**src/rtl/afifo_rd_drain_if.sv**
```systemverilog
// Read-side bundle for the async FIFO drain: FIFO read port plus the framed
// valid/ready output stream. The drain side uses the master modport.
interface afifo_rd_drain_if #(
    parameter int DATA_W   = 8,
    parameter int PKTCNT_W = 16
);
    logic                empty;
    logic [DATA_W-1:0]   r_data;
    logic                read_en;
    logic [DATA_W-1:0]   out_data;
    logic                out_valid;
    logic                out_ready;
    logic                out_last;
    logic [PKTCNT_W-1:0] pkt_count;

    modport master (
        input  empty,
        input  r_data,
        input  out_ready,
        output read_en,
        output out_data,
        output out_valid,
        output out_last,
        output pkt_count
    );

    modport slave (
        output empty,
        output r_data,
        output out_ready,
        input  read_en,
        input  out_data,
        input  out_valid,
        input  out_last,
        input  pkt_count
    );
endinterface

```
**src/rtl/afifo_rd_drain.sv**
```systemverilog
// Read-domain consumer of the async FIFO: hides the FIFO's one-cycle read
// latency behind a 2-entry skid buffer and frames bytes into fixed packets.
module afifo_rd_drain #(
    parameter int DATA_W   = 8,
    parameter int PKT_LEN  = 8,
    parameter int PKTCNT_W = 16
) (
    input  logic             i_r_clk,
    input  logic             i_clr,
    afifo_rd_drain_if.master io_bus
);
    localparam int IDX_W = $clog2(PKT_LEN);
    localparam logic [IDX_W-1:0] LAST_IDX = IDX_W'(PKT_LEN - 1);

    function automatic logic [IDX_W-1:0] f_idx_adv(input logic [IDX_W-1:0] idx);
        logic [IDX_W-1:0] nxt;
        if (idx == LAST_IDX) begin
            nxt = {IDX_W{1'b0}};
        end else begin
            nxt = idx + IDX_W'(1);
        end
        return nxt;
    endfunction

    logic [1:0]          r_occ;
    logic                r_pend;
    logic                r_wptr;
    logic                r_rptr;
    logic [DATA_W-1:0]   r_buf [2];
    logic [IDX_W-1:0]    r_byte_idx;
    logic [PKTCNT_W-1:0] r_pkt_count;
    logic                r_out_valid;
    logic                r_out_last;
    logic [DATA_W-1:0]   r_out_data;

    logic                w_pop;
    logic [2:0]          w_fill;
    logic                w_read_en;
    logic [DATA_W-1:0]   w_buf_nxt [2];
    logic                w_wptr_nxt;
    logic                w_rptr_nxt;
    logic [1:0]          w_occ_nxt;
    logic [IDX_W-1:0]    w_idx_nxt;
    logic [PKTCNT_W-1:0] w_pkt_nxt;
    logic                w_valid_nxt;
    logic                w_last_nxt;
    logic [DATA_W-1:0]   w_head_nxt;

    // Next-state of the skid buffer, framing counters and the read strobe.
    // Outputs are registered from next-state so they equal the spec view of
    // buf[rptr] / occ!=0 / byte_idx while staying flop-driven.
    always_comb begin
        w_pop       = r_out_valid & io_bus.out_ready;
        // Occupancy after this edge, counting the byte already in flight.
        w_fill      = {1'b0, r_occ} + {2'b00, r_pend} - {2'b00, w_pop};
        w_read_en   = ~i_clr & ~io_bus.empty & (w_fill < 3'd2);

        w_buf_nxt[0] = r_buf[0];
        w_buf_nxt[1] = r_buf[1];
        if (r_pend) begin
            if (r_wptr) begin
                w_buf_nxt[1] = io_bus.r_data;
            end else begin
                w_buf_nxt[0] = io_bus.r_data;
            end
        end else begin
            w_buf_nxt[0] = r_buf[0];
        end

        w_wptr_nxt = r_wptr ^ r_pend;
        w_rptr_nxt = r_rptr ^ w_pop;
        w_occ_nxt  = w_fill[1:0];

        if (w_pop) begin
            w_idx_nxt = f_idx_adv(r_byte_idx);
        end else begin
            w_idx_nxt = r_byte_idx;
        end

        if (w_pop && r_out_last) begin
            w_pkt_nxt = r_pkt_count + PKTCNT_W'(1);
        end else begin
            w_pkt_nxt = r_pkt_count;
        end

        w_valid_nxt = (w_occ_nxt != 2'd0);
        w_last_nxt  = w_valid_nxt & (w_idx_nxt == LAST_IDX);
        w_head_nxt  = w_rptr_nxt ? w_buf_nxt[1] : w_buf_nxt[0];
    end

    // State and registered outputs; clr also drops any read still in flight.
    always_ff @(posedge i_r_clk) begin
        if (i_clr) begin
            r_occ       <= 2'd0;
            r_pend      <= 1'b0;
            r_wptr      <= 1'b0;
            r_rptr      <= 1'b0;
            r_buf[0]    <= {DATA_W{1'b0}};
            r_buf[1]    <= {DATA_W{1'b0}};
            r_byte_idx  <= {IDX_W{1'b0}};
            r_pkt_count <= {PKTCNT_W{1'b0}};
            r_out_valid <= 1'b0;
            r_out_last  <= 1'b0;
            r_out_data  <= {DATA_W{1'b0}};
        end else begin
            r_occ       <= w_occ_nxt;
            r_pend      <= w_read_en;
            r_wptr      <= w_wptr_nxt;
            r_rptr      <= w_rptr_nxt;
            r_buf[0]    <= w_buf_nxt[0];
            r_buf[1]    <= w_buf_nxt[1];
            r_byte_idx  <= w_idx_nxt;
            r_pkt_count <= w_pkt_nxt;
            r_out_valid <= w_valid_nxt;
            r_out_last  <= w_last_nxt;
            r_out_data  <= w_head_nxt;
        end
    end

    assign io_bus.read_en   = w_read_en;
    assign io_bus.out_valid = r_out_valid;
    assign io_bus.out_last  = r_out_last;
    assign io_bus.out_data  = r_out_data;
    assign io_bus.pkt_count = r_pkt_count;
endmodule

```
**src/flat_wrapper.sv**
```systemverilog
// flat-port wrapper written by rule: the top's interface ports become plain ports
module afifo_rd_drain_flat 
#(
    parameter int DATA_W   = 8,
    parameter int PKT_LEN  = 8,
    parameter int PKTCNT_W = 16
)
  (i_r_clk, i_clr, io_bus_empty, io_bus_r_data, io_bus_out_ready, io_bus_read_en, io_bus_out_data, io_bus_out_valid, io_bus_out_last, io_bus_pkt_count);
  afifo_rd_drain_if #(.DATA_W(DATA_W), .PKTCNT_W(PKTCNT_W)) io_bus_i ();
  input  logic i_r_clk;
  input  logic i_clr;
  input wire logic [$bits(io_bus_i.empty)-1:0] io_bus_empty;
  input wire logic [$bits(io_bus_i.r_data)-1:0] io_bus_r_data;
  input wire logic [$bits(io_bus_i.out_ready)-1:0] io_bus_out_ready;
  output wire logic [$bits(io_bus_i.read_en)-1:0] io_bus_read_en;
  output wire logic [$bits(io_bus_i.out_data)-1:0] io_bus_out_data;
  output wire logic [$bits(io_bus_i.out_valid)-1:0] io_bus_out_valid;
  output wire logic [$bits(io_bus_i.out_last)-1:0] io_bus_out_last;
  output wire logic [$bits(io_bus_i.pkt_count)-1:0] io_bus_pkt_count;
  assign io_bus_i.empty = io_bus_empty;
  assign io_bus_i.r_data = io_bus_r_data;
  assign io_bus_i.out_ready = io_bus_out_ready;
  assign io_bus_read_en = io_bus_i.read_en;
  assign io_bus_out_data = io_bus_i.out_data;
  assign io_bus_out_valid = io_bus_i.out_valid;
  assign io_bus_out_last = io_bus_i.out_last;
  assign io_bus_pkt_count = io_bus_i.pkt_count;
  afifo_rd_drain #(.DATA_W(DATA_W), .PKT_LEN(PKT_LEN), .PKTCNT_W(PKTCNT_W)) u_core (.i_r_clk(i_r_clk), .i_clr(i_clr), .io_bus(io_bus_i));
endmodule
```
**config.mk**
```make
export PLATFORM = sky130hd
export DESIGN_NAME = afifo_rd_drain_flat
export DESIGN_NICKNAME = d
export VERILOG_FILES = /design/src/rtl/afifo_rd_drain_if.sv /design/src/rtl/afifo_rd_drain.sv /design/src/flat_wrapper.sv
export SDC_FILE = /design/constraint.sdc
export NUM_CORES = 1
export LEC_CHECK = 0
export ABC_AREA = 1
export BUFFER_PORTS_ARGS = -buffer_cell sky130_fd_sc_hd__clkbuf_2
export CORE_ASPECT_RATIO = 1.5
export CORE_MARGIN = 2
export CORE_UTILIZATION = 45
export DETAILED_ROUTE_END_ITERATION = 8
export GPL_TIMING_DRIVEN = 0
export PLACE_DENSITY = 0.77
export SLEW_MARGIN = 30
export SYNTH_ARGS = -nofsm -noshare
export SYNTH_HDL_FRONTEND = slang
export SYNTH_SLANG_ARGS = --single-unit
```
**constraint.sdc**
```tcl
create_clock -name i_r_clk -period 4.6 [get_ports i_r_clk]
set_input_delay 0.92 -clock i_r_clk [delete_from_list [all_inputs] [get_ports i_r_clk]]
set_output_delay 0.92 -clock i_r_clk [all_outputs]
set_load 0.1 [all_outputs]
```
==> impl_results.md, run 1 <==
- Status: finished clean
- DR pass1 iterations: 4
- Post-route ant nets: 0
- Non-filler cells, final: 394
- Worst setup path startpoint: io_bus_out_ready
- Antenna violations before repair: 0
- Static leakage: 0.00118 uW
- Routed WL: 4.51 mm
- CTS tree: done
- Required time of the critical path: 3.68 ns
- CTS root buffer: clkbuf_8
- Critical path buffer and inverter count: 4
- CP max stage cell: fa_1
- Synthesized instance count: 284
- Wirelength per Cell: 11.5 um
- Post-Synth XOR/XNOR Area: 2.08%
- Post-synth EDFFs: 0
- Clock power frac: 21.3%
- Setup violations, final: 0
- Die Span X: 60.6 um
- Register area share after synthesis: 46.2%
- Vias: 1,925
- Post-route DRC: 0
- Starting Density: 47.3%
- # diodes: 0
- Global route overflow: 0
- Mux cell area share after synthesis: 0.462%
- P_int: 804 uW
- CTS hold repair buffers: 0
- Detail Placement HPWL: 3.23 mm
- Reg-to-reg endpoint: u_core.io_bus.out_last$_SDFF_PP0_
- Share of power burned in registers: 37.2%
- Clock buffer depth: 2
- Main flop type after synthesis: dfxtp_1
- Placer's final routability congestion estimate: 0.856
- Synthesized flop and latch total: 50
- Skew-Pair Late Insertion Delay: 0.31 ns
- CP max FO: 6
- Global-route wire length before repair: 7.42 mm
- Post-synthesis cell type with the largest combined area: dfxtp_1
- Mapped cell area: 2170 sq um
- Syn Area/Cell: 7.63 sq um
- Syn-to-layout area delta: 18.4%
- WS Path Type: input port to primary output
- Period minus WS final: 4.03 ns
- Synth top area share: 46.2%
- Pins over their slew limit: 0
- CTS H-tree depth: 2
- Endpoints failing hold: 0
- Largest family of logic cells by synthesized area: simple AND/OR/NAND/NOR gates
- Syn Nets: 302
- Die Height: 89.0 um
- Setup crit end kind: primary output
- Compound-cell area share of the yosys netlist: 8.84%
- GRT Total Usage: 17.8%
- Crit share post-route: 87.7%
- Max cap viols: 0
- Synth async-reset ratio: 0%
- Unrepaired setup endpoints after global routing: no
- Psw: 672 uW
- Clk slew on worst S/H paths: 0.09 ns
- HP Class: register to register
- Net count, final: 347
- Top-Level Pins: 39
- R2r setup slk: 2.23 ns
- Placed cell area: 2450 sq um
- Die area: 5400 sq um
- Kind of cell adding the most delay to the critical path: adder cells
- Max Fclk: 248 MHz
- Slew @ Worst Pin: 0.554 ns
- Largest cells by area after synthesis: dfxtp_1 46%, nand2_1 10%, nor2_1 10%
- Finished Core Util: 56.0%
- Worst Path Arrival: 3.11 ns
- Num rows: 30
- Layout cells sized above 1: 20.6%
- WP depth: 9
- Core Box Area: 4580 sq um
- Vias in the first global route: 1,787
- Post-Synth Adder-Cell Area: 3.81%
- Worst IR Drop VDD: 0.449 mV
- Worst hold slack: 0.483 ns
- Commonest cells post-synth: 60 x nand2_1, 60 x nor2_1, 50 x dfxtp_1
- PD cells: 576 nW/um^2
- Crit-path cells: clkbuf_2, nand2_4, inv_1, ha_1, inv_1, ha_1, fa_1, nor4_4, clkbuf_2
- Post-DR vias/cell: 4.89
- Final instance area: 2560 sq um
- Simple-gate area share of the yosys netlist: 32.4%
- Starting DRT DRC Count: 93
- Slowest stage delay, CP: 0.53 ns
- CTS resizes: 0
- Yosys warns: 0
- TritonCTS Buffers: 5
- Setup bufs post-CTS: 0
- Placed insts: 386
- TritonCTS sink count: 50
- Final TNS setup: 0 ns
- Final Skew: 0.00474 ns
- PortBufs: 38
- Switching Share: 45.5%
- Worst Reg-to-Reg Cells: 10
- CP endpoint: io_bus_read_en
- Reg-to-Reg Start: u_core.io_bus.out_valid$_SDFF_PP0_
- Yosys cell types: 29
- Worst setup SP type: input port
- Largest net degree at the start of global routing: 17
- Max-slew headroom: 63.2%
- Gate power share: 41.6%
[logic make-up after synthesis]
kind of cell,Yosys count
multiplexers,1
buffers and inverters,34
adder cells (fa/ha/maj),6
XOR/XNOR,3
AO/OA/AOI/OAI,36
AND/OR/NAND/NOR,154
flip-flops,50
[power groups by stage]
stage | registers [uW] | logic (uW) | clock network, uW
global placement | 556 | 607 | 0
CTS | 549 | 622 | 321
floorplan | 824 | 247 | 0
global route | 555 | 655 | 334
detailed placement | 559 | 617 | 0
finish | 548 | 614 | 314
[per-stage QoR]
| stage | setup WS, ns | power, uW |
|---|---|---|
| after floorplan | 0.326 | 1070 |
| after global placement | 0.624 | 1160 |
| after detailed placement | 0.578 | 1180 |
| after CTS | 0.543 | 1490 |
| after global routing | 0.476 | 1540 |
| final | 0.565 | 1480 |
[placed cells by master (no fill, tap or decap), drive strengths merged]
master | Yosys | layout
bufinv | 0 | 1
nor3 | 12 | 12
buf | 4 | 4
clkinv | 1 | 2
dfxtp | 50 | 50
xor2 | 2 | 2
nor4 | 2 | 2
nor3b | 1 | 1
nand3 | 10 | 10
mux2i | 1 | 1
fa | 1 | 1
nor2 | 64 | 64
ha | 5 | 5
o21ai | 7 | 7
xnor2 | 1 | 1
a21oi | 26 | 26
nand2 | 65 | 65
clkbuf | 1 | 44
o21bai | 3 | 3
inv | 28 | 29
[final cells by class]
type | instances | area (sq um)
clock inverter | 3 | 43.8
timing repair buffer | 38 | 190
fill | 451 | 2020
buffer | 5 | 26.3
tap | 64 | 80.1
inverter | 29 | 109
clock buffer | 5 | 68.8
multi-input combinational | 200 | 1040
sequential | 50 | 1000
[worst register-to-register path, stage by stage (launching register included)]
cell and delay (ns):
dfxtp_1 0.35, nand2_4 0.16, inv_1 0.10, ha_1 0.28, inv_1 0.05, ha_1 0.19, fa_1 0.60, inv_1 0.09
a21oi_1 0.22, nand2_1 0.08, nor3_1 0.19
[routing by layer]
metal / track usage, % / up-vias / part of all wire, %
met3: 3.62 / 8 / 3.9
li1: - / 984 / -
met2: 33.8 / 49 / 53
met4: 6.52 / 0 / 2.0
met5: 0 / - / 0
met1: 18.6 / 884 / 41
[state kept, by name (all words and copies together) (netlist names)]
register and count:
u_core.r_wptr 1, u_core.r_occ 2, u_core.io_bus.pkt_count 16, u_core.r_rptr 1
u_core.r_byte_idx 3, u_core.r_pend 1, u_core.io_bus.out_valid 1, u_core.io_bus.out_last 1
u_core.io_bus.out_data 8, u_core.r_buf 16
[worst min path at each step]
stage / slack, ns / startpoint / cells after the start / end
floorplan: 0.45 / u_core.r_buf[0][10]$_SDFF_PP0_ / 2 / u_core.r_buf[0][10]$_SDFF_PP0_
global placement: 0.46 / u_core.r_buf[0][10]$_SDFF_PP0_ / 2 / u_core.r_buf[0][10]$_SDFF_PP0_
detailed placement: 0.46 / u_core.r_buf[0][11]$_SDFF_PP0_ / 2 / u_core.r_buf[0][11]$_SDFF_PP0_
CTS: 0.48 / u_core.r_buf[0][11]$_SDFF_PP0_ / 2 / u_core.r_buf[0][11]$_SDFF_PP0_
global route: 0.51 / u_core.r_buf[0][11]$_SDFF_PP0_ / 2 / u_core.r_buf[0][11]$_SDFF_PP0_
finish: 0.48 / u_core.r_buf[0][13]$_SDFF_PP0_ / 2 / u_core.r_buf[0][13]$_SDFF_PP0_
Note: power is estimated with default switching activity, not from simulation.
==> inputs of run 2 (changes only) <==
--- a/config.mk
+++ b/config.mk
@@ -5,14 +5,13 @@
 export SDC_FILE = /design/constraint.sdc
 export NUM_CORES = 1
 export LEC_CHECK = 0
-export ABC_AREA = 1
 export BUFFER_PORTS_ARGS = -buffer_cell sky130_fd_sc_hd__clkbuf_2
 export CORE_ASPECT_RATIO = 1.5
 export CORE_MARGIN = 2
 export CORE_UTILIZATION = 45
 export DETAILED_ROUTE_END_ITERATION = 8
 export GPL_TIMING_DRIVEN = 0
-export PLACE_DENSITY = 0.77
+export PLACE_DENSITY = 0.76
 export SLEW_MARGIN = 30
 export SYNTH_ARGS = -nofsm -noshare
 export SYNTH_HDL_FRONTEND = slang
==> run 2 against run 1 <==
Setup slack got worse by 0.012 ns. Largest cell class is now sequential cells. Hold slack worse by 0.017 ns. Cell area fell by 8.9%. Die area is 8.8% lower. Critical path type unchanged. Count of clock-buffer cells in the layout increased by 1.
==> impl_results.md, run 2 <==
- Worst IR Drop VDD: 0.389 mV (-13%)
- Synthesized instance count: 206 (-27%)
- Placer's final routability congestion estimate: 0.857 (+0.13%)
- Vias in the first global route: 1,530 (-14%)
- Core Box Area: 4210 sq um (-8.1%)
- Most common cell after layout, fill and taps aside: dfxtp_1
- Post-synth EDFFs: 0 (unchanged)
- Post-synthesis cell type with the largest combined area: dfxtp_1
- Unrepaired setup endpoints after global routing: no
- PD cells: 566 nW/um^2 (-1.8%)
- Clock power frac: 22.9% (+1.6 points)
- Max Fclk: 247 MHz (-0.29%)
- Net count, final: 269 (-22%)
- Starting DRT DRC Count: 66 (-29%)
- Uppermost layer routed: met4
- Most common cell in the synthesized netlist: dfxtp_1
- Period minus WS final: 4.05 ns (+0.0117 ns)
- Clock buffer depth: 2 (unchanged)
- # diodes: 0 (unchanged)
- Die Span X: 57.9 um (-4.5%)
- Crit share post-route: 88.0% (+0.25 points)
- P_int: 775 uW (-3.7%)
- Gate power share: 37.2% (-4.4 points)
- Starting Density: 46.6% (-0.65 points)
- PortBufs: 38 (unchanged)
- Layout cells sized above 1: 22.2% (+1.6 points)
- Synth async-reset ratio: 0% (unchanged)
- Die area: 4920 sq um (-8.8%)
- Most frequent cells in the layout: 50 x dfxtp_1, 38 x clkbuf_2, 28 x nand2_1
- Final Skew: 0.00507 ns (+0.000339 ns)
- Setup crit end kind: primary output
- Met2 WL: 1.99 mm (-18%)
- Vias: 1,616 (-16%)
- Global route overflow: 0 (unchanged)
- Worst Path Arrival: 3.13 ns (+0.02 ns)
- Post-DR vias/cell: 5.42 (+11%)
- Placed cell area: 2230 sq um (-9.2%)
- TritonCTS sink count: 50 (unchanged)
- Synthesized flop and latch total: 50 (unchanged)
- Metal3 WL: 183 um (+5.2%)
- Top-Level Pins: 39 (unchanged)
- Main flop type after synthesis: dfxtp_1
- CTS hold repair buffers: 0 (unchanged)
- Die Height: 84.9 um (-4.6%)
- CTS resizes: 0 (unchanged)
- Share of power burned in registers: 39.9% (+2.7 points)
- Commonest cells post-synth: 50 x dfxtp_1, 28 x nand2_1, 19 x nor2_1
- Num rows: 29 (-3.3%)
- DR pass1 iterations: 4 (unchanged)
- CTS tree: done
- Setup bufs post-CTS: 0 (unchanged)
- Synth top area share: 51.0% (+4.8 points)
- Global-route wire length before repair: 6.71 mm (-9.6%)
- WS Path Type: input port to primary output
- Yosys warns: 0 (unchanged)
- Pins over their slew limit: 0 (unchanged)
- Wirelength per Cell: 13.0 um (+13%)
- GRT Total Usage: 17.6% (-0.26 points)
- Register area share after synthesis: 51.0% (+4.8 points)
- Slew @ Worst Pin: 0.610 ns (+0.0565 ns)
- Switching Share: 41.4% (-4.1 points)
- Setup violations, final: 0 (unchanged)
- Endpoints failing hold: 0 (unchanged)
- CP max FO: 10 (+4)
- Required time of the critical path: 3.68 ns (about the same)
- Syn Nets: 224 (-26%)
- HP Class: register to register
- Post-route DRC: 0 (unchanged)
- Skew-Pair Late Insertion Delay: 0.30 ns (about the same)
- CTS H-tree depth: 2 (unchanged)
- Worst setup SP type: input port
- Detail Placement HPWL: 2.84 mm (-12%)
- TritonCTS Buffers: 5 (unchanged)
- Mapped cell area: 1960 sq um (-9.4%)
- Max-slew headroom: 59.3% (-3.9 points)
- Antenna violations before repair: 0 (unchanged)
- Yosys cell types: 36 (+24%)
- Largest cells by area after synthesis: dfxtp_1 51%, nand2_1 5.4%, a21oi_1 4.6%
- Syn-to-layout area delta: 19.0%
- Routed WL: 3.87 mm (-14%)
- Syn Area/Cell: 9.53 sq um (+25%)
- Largest net degree at the start of global routing: 16 (-1)
- Post-route ant nets: 0 (unchanged)
- Max cap viols: 0 (unchanged)
- Status: finished clean
- Static leakage: 0.00102 uW (-14%)
- Final instance area: 2340 sq um (-8.9%)
- WL met1: 1.59 mm (-13%)
- CTS root buffer: clkbuf_8
- Final TNS setup: 0 ns (unchanged)
- Clk slew on worst S/H paths: 0.09 ns (about the same)
- Psw: 547 uW (-19%)
## run 2: layout make-up
type | instances | area [sq um]
clock buffers | 6 | 72.6
clock inverters | 2 | 37.5
repair buffers | 38 | 190
fillers | 411 | 1870
plain buffers | 7 | 27.5
multi-input cells | 143 | 927
well taps | 46 | 57.6
inverters | 6 | 22.5
flip-flops and latches | 50 | 1000
## run 2: kinds of logic (layout without fill, tap and decap cells)
kind of cell,after synthesis,in the layout,share of synthesized area (%)
and+or+nand+nor,84,84,21.9
adders and majority gates,6,6,4.21
DFF,50,50,51.0
xor gates and xnor gates,11,11,5.29
muxes,9,9,4.59
buffers and inverters,13,59,2.55
AOI/OAI and AO/OA,33,33,10.5
## run 2: stage by stage
stage | setup slack [ns] | hold slack [ns] | cells | utilization [%] | total power, uW
3_3_place_gp | 0.557 | 0.449 | 290 | 52.9 | 1020
6_report | 0.554 | 0.467 | 298 | 55.5 | 1320
2_1_floorplan | 0.248 | 0.441 | 206 | - | 948
4_1_cts | 0.541 | 0.466 | 298 | 55.5 | 1340
5_1_grt | 0.413 | 0.483 | 298 | 55.5 | 1390
3_5_place_dp | 0.559 | 0.453 | 290 | 52.9 | 1030
## run 2: per-layer routing
metal | vias up | GRT usage (%)
met5 | - | 0
met4 | 0 | 8.46
met3 | 9 | 4.12
met2 | 40 | 31.0
met1 | 763 | 19.2
li1 | 804 | -
## run 2: power by group through the flow
stage | clock [uW] | combinational (uW) | sequential (uW)
final | 303 | 491 | 527
after CTS | 314 | 495 | 528
after global routing | 331 | 525 | 535
after global placement | 0 | 488 | 535
after detailed placement | 0 | 494 | 537
after floorplan | 0 | 195 | 752
## run 2: critical path, stage by stage
cell      delay, ns
clkbuf_2       0.11
nand2_2        0.16
inv_1          0.13
ha_1           0.29
inv_1          0.04
ha_1           0.19
fa_1           0.52
nor4_4         0.29
clkbuf_2       0.49
## run 2: final timing paths
| path | startpoint | end | slack [ns] | cells after the start |
|---|---|---|---|---|
| max reg2reg | u_core.io_bus.out_valid$_SDFF_PP0_ | u_core.io_bus.out_last$_SDFF_PP0_ | 2.19 | 9 |
| max | io_bus_out_ready | io_bus_read_en | 0.55 | 9 |
| min | u_core.r_buf[0][0]$_SDFF_PP0_ | u_core.r_buf[0][0]$_SDFF_PP0_ | 0.47 | 2 |
| min reg2reg | u_core.r_buf[0][0]$_SDFF_PP0_ | u_core.r_buf[0][0]$_SDFF_PP0_ | 0.47 | 2 |
==> inputs of run 3 (changes only) <==
--- a/config.mk
+++ b/config.mk
@@ -8,11 +8,10 @@
 export BUFFER_PORTS_ARGS = -buffer_cell sky130_fd_sc_hd__clkbuf_2
 export CORE_ASPECT_RATIO = 1.5
 export CORE_MARGIN = 2
-export CORE_UTILIZATION = 45
+export CORE_UTILIZATION = 33
 export DETAILED_ROUTE_END_ITERATION = 8
 export GPL_TIMING_DRIVEN = 0
-export PLACE_DENSITY = 0.76
-export SLEW_MARGIN = 30
+export PLACE_DENSITY = 0.61
 export SYNTH_ARGS = -nofsm -noshare
 export SYNTH_HDL_FRONTEND = slang
 export SYNTH_SLANG_ARGS = --single-unit
==> constraint.sdc (replaced) <==
create_clock -name i_r_clk -period 4.7 [get_ports i_r_clk]
set_input_delay 0.94 -clock i_r_clk [delete_from_list [all_inputs] [get_ports i_r_clk]]
set_output_delay 0.94 -clock i_r_clk [all_outputs]
set_load 0.1 [all_outputs]
==> run 3 against run 2 <==
Clock power shrank 13%. Core utilization shrank 15 points. Critical path type unchanged. Highest routed layer unchanged. Critical path depth is the same. Cell count grew 8.7%. Count of clock-buffer cells in the layout is the same.
==> impl_results.md, run 3 (same netlist as run 2, synthesis figures left out) <==
- Status: finished clean
- Max-slew headroom: 62.2% (+2.9 points)
- Endpoints failing hold: 0 (unchanged)
- Setup bufs post-CTS: 0 (unchanged)
- Top-Level Pins: 39 (unchanged)
- CTS resizes: 0 (unchanged)
- Crit-path cells: clkbuf_2, nand2_2, inv_1, ha_1, inv_1, ha_1, fa_1, nor4_4, clkbuf_2
- Final Skew: 0.00691 ns (+0.00183 ns)
- Final TNS setup: 0 ns (unchanged)
- Period minus WS final: 4.07 ns
- GRT Total Usage: 13.2% (-4.3 points)
- DR pass1 iterations: 4 (unchanged)
- Vias in the first global route: 1,486 (-2.9%)
- CTS tree: done
- Starting Density: 33.9% (-13 points)
- Die Span X: 67.0 um (+16%)
- Skew-Pair Late Insertion Delay: 0.30 ns (about the same)
- Worst hold slack: 0.466 ns (-0.00110 ns)
- Antenna violations before repair: 0 (unchanged)
- Setup violations, final: 0 (unchanged)
- WS Path Type: input port to primary output
- Largest net degree at the start of global routing: 17 (+1)
- Starting DRT DRC Count: 65 (-1.5%)
- PortBufs: 38 (unchanged)
- Core Box Area: 5790 sq um (+37%)
- Pins over their slew limit: 0 (unchanged)
- Most common cell after layout, fill and taps aside: dfxtp_1
- Vias: 1,576 (-2.5%)
- Wirelength per Cell: 12.4 um (-4.6%)
- Unrepaired setup endpoints after global routing: no
- Syn-to-layout area delta: 20.1%
- Clk slew on worst S/H paths: 0.09 ns (about the same)
- Routed WL: 4.01 mm (+3.7%)
- Net count, final: 269 (unchanged)
- CTS H-tree depth: 2 (unchanged)
- Num rows: 34 (+17%)
- TritonCTS sink count: 50 (unchanged)
- Pre-CTS WS: 0.621 ns (+0.0625 ns)
- Setup crit end kind: primary output
- Total area of sequential cells: 1000 sq um (unchanged)
- CTS root buffer: clkbuf_8
- Placed insts: 316 (+9.0%)
- Global route overflow: 0 (unchanged)
- Static leakage: 0.00101 uW (-0.35%)
- Kind of cell adding the most delay to the critical path: adder cells
- Post-route ant nets: 0 (unchanged)
- Non-filler cells, final: 324 (+8.7%)
- Final setup margin: 0.626 ns (+0.0721 ns)
- CP max stage cell: fa_1
- Worst setup SP type: input port
- Worst Path Arrival: 3.13 ns (about the same)
- Max cap viols: 0 (unchanged)
- Die Height: 98.5 um (+16%)
- Max Fclk: 245 MHz
- Most frequent cells in the layout: 50 x dfxtp_1, 38 x clkbuf_2, 28 x nand2_1
- TritonCTS Buffers: 5 (unchanged)
- Critical path buffer and inverter count: 4 (unchanged)
- Global-route wire length before repair: 6.78 mm (+0.92%)
- Die area: 6590 sq um (+34%)
- Slew @ Worst Pin: 0.568 ns (-0.0428 ns)
- Layout cells sized above 1: 22.6% (+0.40 points)
- Crit share post-route: 86.7%
- PD cells: 534 nW/um^2 (-5.6%)
- Worst IR Drop VDD: 0.266 mV (-32%)
- HP Class: register to register
- Required time of the critical path: 3.76 ns (+0.08 ns)
- CTS hold repair buffers: 0 (unchanged)
- Clock buffer depth: 2 (unchanged)
- Post-route DRC: 0 (unchanged)
- # diodes: 0 (unchanged)
- Detail Placement HPWL: 2.99 mm (+5.3%)
- Filler cells: 614 (+49%)
- Multi-input gate area: 927 sq um (unchanged)
- Slowest stage delay, CP: 0.51 ns (about the same)
- Post-DR vias/cell: 4.86 (-10%)
- Placer's final routability congestion estimate: 0.724 (-16%)
- CP max FO: 10 (unchanged)
run 3: cell types whose count changed in the layout (fill, tap and decap cells not counted), sizes merged:
cell,change
bufinv,-1
inv,+1
run 3: tightest hold or removal path: cells and delay by family, from the launching register on:
kind	cells	cell delay, ns
DFF	1	0.31
AOI/OAI and AO/OA	1	0.07
and+or+nand+nor	1	0.04
run 3: through the flow:
| step | power, uW | utilization (%) | area (sq um) |
|---|---|---|---|
| after floorplan | 928 | - | 1980 |
| after global placement | 1010 | 39.0 | 2260 |
| after detailed placement | 1010 | 39.0 | 2260 |
| after CTS | 1270 | 40.7 | 2360 |
| after global routing | 1330 | 40.7 | 2360 |
| final | 1260 | 40.7 | 2360 |
run 3: worst paths after layout:
check,start,end,slack [ns],cells past startpoint
worst max-delay path,io_bus_out_ready,io_bus_read_en,0.63,9
worst min-delay path,u_core.r_buf[0][1]$_SDFF_PP0_,u_core.r_buf[0][1]$_SDFF_PP0_,0.47,2
worst max register to register,u_core.io_bus.out_valid$_SDFF_PP0_,u_core.io_bus.out_last$_SDFF_PP0_,2.30,9
worst min register to register,u_core.r_buf[0][1]$_SDFF_PP0_,u_core.r_buf[0][1]$_SDFF_PP0_,0.47,2
run 3: where the power goes:
part           switching [uW]  internal, uW
sequential               28.0           488
combinational             368           111
clock                     142           121
run 3: cell type report:
class                           count  area share [%]
Buffer                              7            1.17
Clock buffer                        6            3.50
Clock inverter                      2           0.690
Inverter                            6           0.955
Multi-Input combinational cell    143            39.3
Sequential cell                    50            42.5
Tap cell                           72            3.82
Timing Repair Buffer               38            8.07
run 3: metal layers:
| metal | share of wire [%] | GRT usage (%) | up-vias |
|---|---|---|---|
| li1 | - | - | 804 |
| met5 | 0 | 0 | - |
| met4 | 1.3 | 5.65 | 0 |
| met3 | 3.8 | 2.40 | 6 |
| met1 | 43 | 15.4 | 732 |
| met2 | 52 | 23.2 | 34 |
